==> config.mk <==
export PLATFORM = sky130hd
export DESIGN_NAME = tank_level_emulator
export DESIGN_NICKNAME = d
export VERILOG_FILES = /design/src/rtl/tank_level_emulator_pkg.sv /design/src/rtl/tank_level_emulator_level_switch.sv /design/src/rtl/tank_level_emulator.sv
export SDC_FILE = /design/constraint.sdc
export NUM_CORES = 1
export LEC_CHECK = 0
export ABC_AREA = 1
export BUFFER_PORTS_ARGS = -buffer_cell sky130_fd_sc_hd__buf_4
export CORE_ASPECT_RATIO = 1.2
export CORE_MARGIN = 2
export CORE_UTILIZATION = 59
export CTS_BUF_LIST = sky130_fd_sc_hd__clkbuf_4 sky130_fd_sc_hd__clkbuf_8 sky130_fd_sc_hd__clkbuf_16
export DETAILED_ROUTE_END_ITERATION = 8
export GPL_TIMING_DRIVEN = 0
export PLACE_DENSITY = 0.8
export SETUP_SLACK_MARGIN = 0.1
export SLEW_MARGIN = 20
export SYNTH_ARGS = -nofsm -noshare
export SYNTH_HDL_FRONTEND = slang
export SYNTH_SLANG_ARGS = --single-unit
export TNS_END_PERCENT = 100
==> constraint.sdc <==
create_clock -name clk -period 2.65 [get_ports clk]
set_clock_uncertainty 0.2 [all_clocks]
set_input_delay 0 -clock clk [delete_from_list [all_inputs] [get_ports clk]]
set_output_delay 0 -clock clk [all_outputs]
set_load 0.01 [all_outputs]
==> src/rtl/tank_level_emulator_pkg.sv <==
// -----------------------------------------------------------------------------
// tank_pkg
// Shared constants and encodings for the tank plant model. The controller
// bench imports the same package so both sides agree on thresholds, rates
// and on the flow_state / fault_sel encodings.
// -----------------------------------------------------------------------------
package tank_pkg;

    // Direction of the net volume change, as reported on flow_state.
    typedef enum logic [1:0] {
        FLOW_STABLE   = 2'b00,
        FLOW_FILLING  = 2'b01,
        FLOW_DRAINING = 2'b10
    } flow_t;

    // Stuck-sensor fault selection.
    typedef enum logic [1:0] {
        FAULT_NONE     = 2'b00,
        FAULT_L_STUCK0 = 2'b01,
        FAULT_M_STUCK1 = 2'b10,
        FAULT_H_STUCK1 = 2'b11
    } fault_t;

    // Default plant parameters.
    localparam int DEF_TICK_DIV   = 50000000;
    localparam int DEF_VOL_W      = 7;
    localparam int DEF_CAP        = 100;
    localparam int DEF_INIT_LEVEL = 0;
    localparam int DEF_L_TH       = 10;
    localparam int DEF_M_TH       = 50;
    localparam int DEF_H_TH       = 90;
    localparam int DEF_HYST       = 2;
    localparam int DEF_FILL_RATE  = 4;
    localparam int DEF_DRIP_RATE  = 1;
    localparam int DEF_SPRAY_RATE = 3;

    // Map the sign of a volume delta onto the flow encoding.
    function automatic flow_t flowFromSign(input logic isPositive, input logic isNegative);
        flow_t f;
        if (isPositive) begin
            f = FLOW_FILLING;
        end else if (isNegative) begin
            f = FLOW_DRAINING;
        end else begin
            f = FLOW_STABLE;
        end
        return f;
    endfunction

endpackage

==> src/rtl/tank_level_emulator_level_switch.sv <==
// -----------------------------------------------------------------------------
// level_switch
// Hysteretic level comparator. The switch closes when level >= TH and opens
// when level < TH-HYST; in between it keeps its previous state. The output is
// registered, so it lags the level input by one clock.
//   clk   : system clock
//   reset : synchronous active-high reset (switch open)
//   level : current volume
//   sw    : registered switch state
// -----------------------------------------------------------------------------
module level_switch #(
    parameter int TH    = 10,
    parameter int HYST  = 2,
    parameter int VOL_W = 7
) (
    input  logic             clk,
    input  logic             reset,
    input  logic [VOL_W-1:0] level,
    output logic             sw
);

    localparam int FALL_TH = TH - HYST;
    // A non-positive falling threshold means the switch can never reopen.
    localparam logic [VOL_W-1:0] RISE_V = VOL_W'(TH);
    localparam logic [VOL_W-1:0] FALL_V = VOL_W'((FALL_TH > 0) ? FALL_TH : 0);

    logic sw_r;

    // Comparator state with hold band between FALL_V and RISE_V.
    always_ff @(posedge clk) begin
        if (reset) begin
            sw_r <= 1'b0;
        end else if (level >= RISE_V) begin
            sw_r <= 1'b1;
        end else if (level < FALL_V) begin
            sw_r <= 1'b0;
        end
    end

    assign sw = sw_r;

endmodule

==> src/rtl/tank_level_emulator.sv <==
// -----------------------------------------------------------------------------
// tank_level_emulator
// Plant model of a water tank for closing the irrigation controller loop on
// boards without a physical tank. Every TICK_DIV clocks the volume is
// integrated from the valve commands; three hysteretic switches derive the
// thermometer-coded H/M/L sensors, with an optional stuck-sensor overlay.
//   clk, reset       : clock, synchronous active-high reset
//   Ve, Vs, Bs       : inlet / drip / sprinkler commands (sampled on tick)
//   load, load_val   : one-cycle preset of the volume (clamped to CAP)
//   fault_sel        : sensor fault injection (see tank_pkg::fault_t)
//   clr_flags        : clears the sticky overflow / dry_run flags
//   H, M, L          : level sensors
//   level            : current volume
//   flow_state       : last step direction (tank_pkg::flow_t)
//   overflow, dry_run: sticky flags
//   tick             : one-cycle step strobe
// -----------------------------------------------------------------------------
module tank_level_emulator
    import tank_pkg::*;
#(
    parameter int TICK_DIV   = DEF_TICK_DIV,
    parameter int VOL_W      = DEF_VOL_W,
    parameter int CAP        = DEF_CAP,
    parameter int INIT_LEVEL = DEF_INIT_LEVEL,
    parameter int L_TH       = DEF_L_TH,
    parameter int M_TH       = DEF_M_TH,
    parameter int H_TH       = DEF_H_TH,
    parameter int HYST       = DEF_HYST,
    parameter int FILL_RATE  = DEF_FILL_RATE,
    parameter int DRIP_RATE  = DEF_DRIP_RATE,
    parameter int SPRAY_RATE = DEF_SPRAY_RATE
) (
    input  logic             clk,
    input  logic             reset,
    input  logic             Ve,
    input  logic             Vs,
    input  logic             Bs,
    input  logic             load,
    input  logic [VOL_W-1:0] load_val,
    input  logic [1:0]       fault_sel,
    input  logic             clr_flags,
    output logic             H,
    output logic             M,
    output logic             L,
    output logic [VOL_W-1:0] level,
    output logic [1:0]       flow_state,
    output logic             overflow,
    output logic             dry_run,
    output logic             tick
);

    localparam int CNT_W = (TICK_DIV > 1) ? $clog2(TICK_DIV) : 1;
    localparam int DW    = VOL_W + 2;

    localparam logic [CNT_W-1:0]        CNT_LAST = CNT_W'(TICK_DIV - 1);
    localparam logic [VOL_W-1:0]        CAP_V    = VOL_W'(CAP);
    localparam logic [VOL_W-1:0]        INIT_V   = VOL_W'(INIT_LEVEL);
    localparam logic signed [DW-1:0]    ZERO_D   = {DW{1'b0}};
    localparam logic signed [DW-1:0]    CAP_D    = DW'(CAP);
    localparam logic signed [DW-1:0]    FILL_D   = DW'(FILL_RATE);
    localparam logic signed [DW-1:0]    DRIP_D   = DW'(DRIP_RATE);
    localparam logic signed [DW-1:0]    SPRAY_D  = DW'(SPRAY_RATE);

    logic [CNT_W-1:0]     preCnt_r;
    logic [CNT_W-1:0]     preCntNext_s;
    logic                 tick_r;
    logic [VOL_W-1:0]     level_r;
    flow_t                flow_r;
    flow_t                flowNext_s;
    logic                 overflow_r;
    logic                 dryRun_r;
    logic signed [DW-1:0] delta_s;
    logic signed [DW-1:0] sum_s;
    logic [VOL_W-1:0]     satNext_s;
    logic                 overflowHit_s;
    logic                 dryHit_s;
    logic                 stepEn_s;
    logic [VOL_W-1:0]     loadClamp_s;
    logic                 rawH_s;
    logic                 rawM_s;
    logic                 rawL_s;
    logic                 ovlH_s;
    logic                 ovlM_s;
    logic                 ovlL_s;
    logic                 H_r;
    logic                 M_r;
    logic                 L_r;

    // Prescaler next-count with wrap at TICK_DIV-1.
    always_comb begin
        preCntNext_s = preCnt_r + CNT_W'(1);
        if (preCnt_r == CNT_LAST) begin
            preCntNext_s = {CNT_W{1'b0}};
        end else begin
            preCntNext_s = preCnt_r + CNT_W'(1);
        end
    end

    // Prescaler; tick is registered so it is high exactly while the count
    // sits at TICK_DIV-1.
    always_ff @(posedge clk) begin
        if (reset) begin
            preCnt_r <= {CNT_W{1'b0}};
            tick_r   <= 1'b0;
        end else begin
            preCnt_r <= preCntNext_s;
            tick_r   <= (preCntNext_s == CNT_LAST);
        end
    end

    // Step arithmetic: signed delta, saturated next volume and flag events.
    always_comb begin
        delta_s  = (Ve ? FILL_D : ZERO_D) - (Vs ? DRIP_D : ZERO_D) - (Bs ? SPRAY_D : ZERO_D);
        sum_s    = $signed({2'b00, level_r}) + delta_s;
        stepEn_s = tick_r & ~load;
        dryHit_s = (Vs | Bs) & (level_r == {VOL_W{1'b0}});
        flowNext_s = flowFromSign(delta_s > ZERO_D, delta_s < ZERO_D);
        if (sum_s < ZERO_D) begin
            satNext_s     = {VOL_W{1'b0}};
            overflowHit_s = 1'b0;
        end else if (sum_s > CAP_D) begin
            satNext_s     = CAP_V;
            overflowHit_s = 1'b1;
        end else begin
            satNext_s     = sum_s[VOL_W-1:0];
            overflowHit_s = 1'b0;
        end
        if (load_val > CAP_V) begin
            loadClamp_s = CAP_V;
        end else begin
            loadClamp_s = load_val;
        end
    end

    // Volume integrator and flow direction; a preset wins over a step.
    always_ff @(posedge clk) begin
        if (reset) begin
            level_r <= INIT_V;
            flow_r  <= FLOW_STABLE;
        end else if (load) begin
            level_r <= loadClamp_s;
        end else if (tick_r) begin
            level_r <= satNext_s;
            flow_r  <= flowNext_s;
        end
    end

    // Sticky flags; a setting event beats a coincident clear.
    always_ff @(posedge clk) begin
        if (reset) begin
            overflow_r <= 1'b0;
            dryRun_r   <= 1'b0;
        end else begin
            if (stepEn_s && overflowHit_s) begin
                overflow_r <= 1'b1;
            end else if (clr_flags) begin
                overflow_r <= 1'b0;
            end
            if (stepEn_s && dryHit_s) begin
                dryRun_r <= 1'b1;
            end else if (clr_flags) begin
                dryRun_r <= 1'b0;
            end
        end
    end

    level_switch #(.TH(L_TH), .HYST(HYST), .VOL_W(VOL_W)) uSwL (
        .clk   (clk),
        .reset (reset),
        .level (level_r),
        .sw    (rawL_s)
    );

    level_switch #(.TH(M_TH), .HYST(HYST), .VOL_W(VOL_W)) uSwM (
        .clk   (clk),
        .reset (reset),
        .level (level_r),
        .sw    (rawM_s)
    );

    level_switch #(.TH(H_TH), .HYST(HYST), .VOL_W(VOL_W)) uSwH (
        .clk   (clk),
        .reset (reset),
        .level (level_r),
        .sw    (rawH_s)
    );

    // Stuck-sensor overlay on the raw comparator outputs.
    always_comb begin
        ovlH_s = rawH_s;
        ovlM_s = rawM_s;
        ovlL_s = rawL_s;
        case (fault_t'(fault_sel))
            FAULT_NONE:     begin ovlH_s = rawH_s; ovlM_s = rawM_s; ovlL_s = rawL_s; end
            FAULT_L_STUCK0: begin ovlL_s = 1'b0; end
            FAULT_M_STUCK1: begin ovlM_s = 1'b1; end
            FAULT_H_STUCK1: begin ovlH_s = 1'b1; end
            default:        begin ovlH_s = rawH_s; ovlM_s = rawM_s; ovlL_s = rawL_s; end
        endcase
    end

    // Sensor output registers.
    always_ff @(posedge clk) begin
        if (reset) begin
            H_r <= 1'b0;
            M_r <= 1'b0;
            L_r <= 1'b0;
        end else begin
            H_r <= ovlH_s;
            M_r <= ovlM_s;
            L_r <= ovlL_s;
        end
    end

    assign H          = H_r;
    assign M          = M_r;
    assign L          = L_r;
    assign level      = level_r;
    assign flow_state = flow_r;
    assign overflow   = overflow_r;
    assign dry_run    = dryRun_r;
    assign tick       = tick_r;

endmodule

==> results of run 1 <==
-- cells in the mapped netlist (4+ instances only) --
library cell / instances / area share
xor2_1: 8 / 0.025
o21ai_0: 9 / 0.016
o21bai_1: 4 / 0.011
nand2_1: 111 / 0.15
nor3_1: 11 / 0.019
inv_1: 50 / 0.066
ha_1: 16 / 0.070
nand4_1: 12 / 0.026
clkbuf_1: 5 / 0.0066
nor2_1: 82 / 0.11
xnor2_1: 4 / 0.012
dfxtp_1: 44 / 0.31
nand3_1: 34 / 0.060
a21oi_1: 22 / 0.039
-- per-stage QoR --
step | hold WS (ns) | total power, mW | std cells | TNS [ns]
after global routing | 0.1241 | 1.555 | 555 | 0
after floorplan | -0.06397 | 0.8457 | 444 | 0
after CTS | 0.05831 | 1.442 | 551 | 0
final | 0.09064 | 1.491 | 555 | 0
after global placement | 0.06731 | 0.9115 | 530 | -0.8796
after detailed placement | 0.07844 | 0.9179 | 530 | -1.545
-- worst paths after layout --
check | startpoint | endpoint | slack, ns | cells past startpoint
max | level[0] | level[0] | 0.11 | 12
min | load | level[3] | 0.09 | 5
max reg2reg | level[0] | level[0] | 0.11 | 12
min reg2reg | overflow | overflow | 0.27 | 2
-- cell type report --
type	count	area share
multi-input cells	342	0.5267
well taps	58	0.02068
plain buffers	5	0.005350
repair buffers	45	0.1066
clock buffers	6	0.02175
inverters	53	0.05670
clock inverters	2	0.009986
flip-flops and latches	44	0.2521
-- layout by cell type, fill, tap and decap left out, types with 3 or more instances in the layout --
| cell | netlist | final |
|---|---|---|
| clkbuf_1 | 5 | 5 |
| clkbuf_8 | 0 | 5 |
| buf_4 | 0 | 31 |
| nand2_1 | 111 | 106 |
| or2_2 | 3 | 3 |
| a21oi_1 | 22 | 20 |
| nor3_1 | 11 | 11 |
| o21ai_0 | 9 | 8 |
| nand2_2 | 3 | 8 |
| nand3_1 | 34 | 33 |
| dfxtp_1 | 44 | 43 |
| ha_4 | 0 | 3 |
| nor2_1 | 82 | 82 |
| xnor2_1 | 4 | 3 |
| inv_2 | 3 | 5 |
| dlygate4sd3_1 | 0 | 13 |
| inv_1 | 50 | 48 |
| ha_1 | 16 | 11 |
| nand4_1 | 12 | 12 |
| xor2_1 | 8 | 8 |
| o21bai_1 | 4 | 4 |
| nor3_2 | 3 | 3 |
-- state kept, by name (all words and copies together) (netlist names) --
| name | count |
|---|---|
| uSwL.sw | 1 |
| M | 1 |
| uSwH.sw | 1 |
| level | 7 |
| L | 1 |
| H | 1 |
| tick | 1 |
| overflow | 1 |
| uSwM.sw | 1 |
| flow_state | 2 |
| dry_run | 1 |
| preCnt_r | 26 |
-- power by group --
part           leakage (nW)  switching, mW  internal (mW)
clock network        0.0586          0.223          0.290
logic                  1.05          0.160          0.125
registers             0.358         0.0182          0.675
total                  1.47          0.401           1.09
-- metal layers --
metal,wire length [um],GRT usage
met1,3203,0.3261
met2,4460,0.5706
met3,400,0.04622
met4,366,0.1714
met5,0,0
-- critical path, stage by stage (launching register included) --
cell and delay (ns):
dfxtp_4 0.37, ha_4 0.17, fa_2 0.37, nand2_2 0.09, nand2_2 0.07, a21oi_4 0.18, nor2_1 0.06, nor2_1 0.13
xor2_1 0.26, nand3_2 0.18, buf_6 0.16, nand4_1 0.08, a21oi_1 0.08
-- cells by family after synthesis --
| group | count (synthesis) |
|---|---|
| buf+inv | 58 |
| simple gates | 267 |
| flops | 44 |
| compound gates | 45 |
| xor+xnor | 12 |
| fa+ha+maj | 18 |
-- what timing repair did --
action,in CTS,in global routing
hold endpoints to repair,14,0
endpoints found under the setup margin,6,8
setup buffers,0,4
hold buffers,13,0
gates resized for setup,5,20
pin swaps,0,7
==> reports/results.txt, run 1 <==
Derived from the worst setup path, the maximum achievable clock frequency is 0.3931 GHz. STA classifies the critical path endpoint as a flop. In this run the worst path has a maximum fanout of 4.

From synthesis to final layout, the design area changed by 22.93%. The multi-input combinational cells in the finished layout cover a total of 1848 um2. The share of the clock period used by the worst path after layout is 0.9600. The cell area after technology mapping is 2854 um2.

Setup repair after global routing left no endpoint under its margin. The routed design could run at a clock period as short as 2.544 ns. The number of standard-cell rows in the floorplan is 27. The number of buffer cells added on primary ports came out at 28. The worst max-slew margin expressed relative to the limit was 0.6123; the fill cell instance count of the final layout was 350. For the worst-skew pair, the clock arrives at the later sink with an insertion delay of 0.30 ns. The first routing iteration left 268 violations. The initial core utilization is 0.6167, and the total clock buffers created by CTS is 5.

The tools report the half-perimeter wire length after placement as 5.948 mm. TritonCTS built the clock tree. The gate count of the mapped netlist is 444. In this run, synthesis produced a sequential element count of 44. The post-synthesis adder-cell area fraction was 0.08417. IR analysis of the VDD net gives a maximum drop of 283.0 uV. After detailed routing, the average wire length per cell comes to 15.19 um. The sequential cell area fraction in the yosys report was 0.3086; the number of different library cells in the post-synthesis netlist was 31. Number of failing hold endpoints at the final stage: 0. The flow ran to the end, and the final reports show no timing, DRC or antenna violations. The critical path launch point type was a flop. Dividing the detail-routed via count by the number of cells gives 5.665. The synthesized area divided by synthesized cell count is 6.428 um2. After detailed placement, the total cell area comes to 3137 um2. The tools report the boundary pin count as 31.

The number of antenna diodes in the final layout is 0. The setup violation total in the final timing report came out at 0. At the placement stage, the worst setup path has a slack of -0.2634 ns.

The end-of-flow core utilization is 0.7580, and the wire length of the first global-routing pass is 12.72 mm. The tools report the initial antenna violation count as 0. Die width: 67.49 um. The mux contribution to synthesized area was 0; the final design area excluding fillers was 3508 um2. The logs give 2.61 ns for the critical path data required time and 8.431 mm for the total wirelength of the detailed-routed design. For this design, the sink count on the clock tree is 44. Entering global routing, the biggest net connects 14 pins. For the pin with the worst max-slew slack, the measured transition is 0.5816 ns. The number of pins with negative max-slew slack in the final report is 0, and the number of violations of the max-capacitance limit is 0.

Synthesis produced a netlist with a net count of 478. The simple logic cell fraction of the synthesized area was 0.4038. The largest buffer count on any clock path was 2; the CTS H-tree depth was 2. The async set or reset register ratio after synthesis was 0; the worst setup slack after layout was 0.1060 ns. Counting flops with a built-in enable in the synthesized netlist gives 0.

The path type of the worst min-delay path was primary input to flop. The floorplan step set the die height to 80.19 um. The logs give 0.8881 for the routability congestion estimate from global placement and 0 for the number of nets still failing antenna checks after routing. The fraction of final layout cells with drive strength greater than 1 was 0.1509. The tools report the global-route usage over all layers as 0.3102. The total grt overflow is 0, and the DRC violation count after routing is 0. The root buffer cell chosen for the clock tree is clkbuf_8.

Clock-pin slew was measured on the worst setup and hold paths at 0.08 ns. Data on the critical path arrives at its endpoint at 2.50 ns. The die covers 5412 um2. The area of the placeable core is 4628 um2, and the power per unit of standard cell area is 424.8 nW/um2. Summed over all cells, the static leakage comes to 1.468 nW.

The classification of the worst setup path was flop to flop. Summing all flip-flop and latch instances after layout gives 884.6 um2. For this run, the number of Yosys warnings is 0. The largest family of logic cells by synthesized area was simple AND/OR/NAND/NOR gates. The post-synthesis share of cell area spent on xor and xnor gates is 0.03683. For the detailed-route via count, the log shows 3,144. The pre-antenna-repair detailed-routing pass consisted of 5 iterations.

Main flop type after synthesis: dfxtp_1. The synthesized-area fraction occupied by ao, oa, aoi and oai cells was 0.09031. The via count of the first global-routing pass was 2,985. After the last flow step, the layout net total stands at 530.
No activity file was read; power rests on OpenSTA's default activity.
==> inputs of run 2 (changes only) <==
- ABC_AREA: 1 -> 0
==> run 2 against run 1 <==
  * Worst setup slack got worse by 0.035 ns
  * Via count fell by 14%
  * Non-clock buffer count grew 17
  * Critical path type is now primary input to flop
==> reports/results.txt, run 2 <==
Summing all non-filler instances in the final layout gives an area of 3543 um2. In this run the cell area of the synthesized design comes to 2748 um2. After global routing the overflow that remains totals 0.

For the pin count of the biggest net entering global routing, the log shows 15. The routability congestion estimate from global placement was 0.9565. Sorting the synthesized cells by area gives the leading types as dfxtp_1 32%, ha_1 7.3%, nor2_1 5.6%, xor2_1 5.4%, a21oi_1 4.2%. The later pin in the worst-skew pair is clocked with a latency of 0.29 ns. After detailed routing, the number of vias per cell comes to 5.945.

Counting distinct cell types in the post-synthesis netlist gives 53. The die extent in y was 78.76 um; the power per unit of standard cell area was 438.9 nW/um2. The worst setup path is of the primary input to flop kind. Row generation in the floorplan step produced 27 rows. Counting stages on the worst path, the most repeated cell is buf_4. The setup check on the worst reg-to-reg path leaves a slack of 0.12 ns. The via count of the first global-routing pass is 2,570, and the fraction of final layout cells with drive strength greater than 1 is 0.2141. The simple logic cell fraction of the synthesized area was 0.3037; the maximum clock frequency was 0.3877 GHz. The post-synthesis adder-cell area fraction is 0.08743.

The synthesized-area fraction occupied by ao, oa, aoi and oai cells is 0.1557, and the number of enable-type register cells in the synthesized netlist is 0. Worst-case reg-to-reg path depth: 8. The share of Yosys cell area claimed by the top area cell type came out at 0.3206.

Origin of the critical flop-to-flop path: level[0]. Yosys instantiated no cell more often than dfxtp_1. For the finished layout, the period the worst path requires is 2.579 ns. In this run the cell area measured after placement is 3063 um2. Input and output buffers added on the ports amount to 29. The run gives 0 as the setup violation total in the final timing report. Cell type contributing the most total cell area after synthesis: dfxtp_1. The most critical setup path has its startpoint at Bs. The clock tree synthesis step divided the H-tree into 2 levels. For the initial core utilization, the log shows 0.6070.

The logs give 4527 um2 for the area of the placeable core and 0.7828 for the end-of-flow core utilization. The most used flip-flop cell after synthesis is dfxtp_1. By area, the combinational part of the netlist is dominated by simple AND/OR/NAND/NOR gates. The data arrival at the endpoint of the critical path was 2.56 ns; the boundary pin count was 31.

The longest clock path from root to sink contains 2 buffers. Setup repair after global routing could not meet its margin everywhere. The tools report the wire length of the first global-routing pass as 11.57 mm. The root buffer cell is clkbuf_8. The post-synthesis share of cell area spent on xor and xnor gates was 0.08288. The library cell used most frequently in the layout, excluding fill and tap cells, is dfxtp_1. The fill cell instance count of the final layout is 323, and the largest fanout on the critical path is 5. The endpoint of the worst register-to-register path was level[3].

The worst IR drop on VDD is 390.2 uV, and the transition time at the pin with the least slew margin is 0.6625 ns. The worst-path cell with the longest stage delay is nor4_1. The floorplan step defined a die boundary enclosing 5221 um2. The tools report the first-pass detailed-route iteration total as 4. The Yosys step of the flow raised 0 warnings. The half-perimeter wire length after placement came out at 5.142 mm. The run finished with clean final reports. The global-route usage over all layers is 0.2852. Number of buffers and inverters on the critical path: 3. Total clock buffers created by CTS: 5.

The run gives 0 as the DRC violation count after routing. The tools report the number of pins with negative max-slew slack in the final report as 0. The critical path data required time came out at 2.63 ns. The cell count after synthesis came out at 332. The clock edge transition at the registers on the reported setup and hold paths was 0.08 ns; the total wirelength of the detailed-routed design was 7.611 mm.

The library cells used most frequently in the layout, excluding fill and tap cells, are 42 x dfxtp_1, 41 x nor2_1, 40 x buf_4. Static power due to leakage: 1.418 nW. Dividing the detail-routed wire length by the instance count gives 16.73 um.

The critical path depth in cells is 13. The worst setup path is launched from a primary input. The share of the clock period used by the worst path after layout was 0.9733.

The count of nets left with antenna violations once routing finished came out at 0. The register containing the most flip-flops in the final layout was preCnt_r. The number of violations of the max-capacitance limit came out at 0. Async set or reset register ratio after synthesis: 0. TritonCTS built the clock tree. By count the netlist is led by 44 x dfxtp_1, 41 x nor2_1, 23 x a21oi_1. The floorplan step set the die width to 66.30 um. The detailed router finished its first iteration with 211 violations. The flip-flop count of the largest register, all copies and words added was 26. The most critical setup path has its endpoint at level[3]. The logs give 0.5567 for the worst max-slew margin expressed relative to the limit and 0.3206 for the sequential cell area fraction in the yosys report.

The final route contains 2,705 vias. The average instance in the mapped netlist occupies 8.276 um2. Grouping stages by cell kind, the critical path spends the most delay in simple AND/OR/NAND/NOR gates. The logs give 44 for the clock sink total and 0 for the initial antenna violation count. The area growth from synthesis to layout was 28.96%. Mux contribution to synthesized area: 0.01093.

In this design, the stage delay of the slowest critical-path cell is 0.42 ns. The number of failing hold endpoints at the final stage was 0. The min-delay analysis places its worst path in the category primary input to flop. The repair_antennas step left the layout with diodes totalling 0. Walking the worst path, the cells encountered are buf_4, inv_2, ha_4, o211ai_1, xnor2_1, ha_2, buf_4, nand3_1, nor2_1, nor4_1, nor3_1, and2_4, a32o_1. The number of synthesized register bits was 44. The worst setup path is captured at a flop. Synthesis produced a netlist with a net count of 366. The number of nets in the layout is 430.
## run 2: stage by stage
step                      total power [mW]  std cells    TNS, ns  hold WS, ns  setup slack [ns]
after floorplan                     0.8846        332          0     -0.06308            0.1080
after global placement              0.9614        419     -1.940      0.05113           -0.3007
after detailed placement            0.9681        419     -2.550      0.04947           -0.3535
after CTS                            1.516        449          0      0.05421           0.09772
after global routing                 1.620        455  -0.006434      0.07592         -0.006434
final                                1.555        455          0      0.06404           0.07070
## run 2: timing repair
action,CTS,global route
setup buffers,6,6
hold buffers,16,0
setup endpoints to repair,8,29
resized for setup,7,21
endpoints found under the hold margin,14,0
pin swaps,7,14
## run 2: worst min-delay path by stage
| stage | cells after the start | from | end | slack, ns |
|---|---|---|---|---|
| after floorplan | 2 | fault_sel[0] | H | -0.06 |
| after global routing | 6 | Vs | dry_run | 0.08 |
| after global placement | 2 | fault_sel[1] | L | 0.05 |
| final | 6 | Vs | dry_run | 0.06 |
| after CTS | 4 | load | level[2] | 0.05 |
| after detailed placement | 3 | fault_sel[0] | H | 0.05 |
## run 2: cells by family (layout without fill, tap and decap cells)
kind of cell             count (synthesis)  count (layout)
AND/OR/NAND/NOR                        151             151
AO/OA/AOI/OAI                           65              65
flip-flops                              44              44
XOR/XNOR                                26              26
buffers and inverters                   25              90
adder cells (fa/ha/maj)                 18              18
multiplexers                             3               3
## run 2: area by class of cell
class	count	area [um2]	area share
Clock inverter	3	42.54	0.01201
Sequential cell	44	883.3	0.2493
Clock buffer	5	68.82	0.01942
Multi-Input combinational cell	263	1892	0.5339
Timing Repair Buffer	57	475.5	0.1342
Inverter	15	58.81	0.01660
Buffer	10	50.05	0.01412
Tap cell	58	72.57	0.02048
## run 2: power breakdown
part	internal, mW	switching (mW)	total, mW
Clock	0.279	0.226	0.505
Sequential	0.676	0.0212	0.697
Combinational	0.174	0.179	0.353
Total	1.13	0.426	1.56
## run 2: per-layer routing
metal | vias to the layer above | share of wire | GRT usage
met5 | - | 0 | 0
met4 | 0 | 0.042 | 0.1245
met3 | 33 | 0.035 | 0.04249
met2 | 75 | 0.54 | 0.5470
met1 | 1277 | 0.38 | 0.2972
li1 | 1320 | - | -
## run 2: worst reg2reg max path, stage by stage, from the launching register on
cell and delay, ns:
dfxtp_2 0.34, ha_4 0.17, fa_2 0.37, a211oi_4 0.35, o21ai_2 0.11, xor2_1 0.18, nand4b_1 0.24, and2_4 0.23
a32o_1 0.24
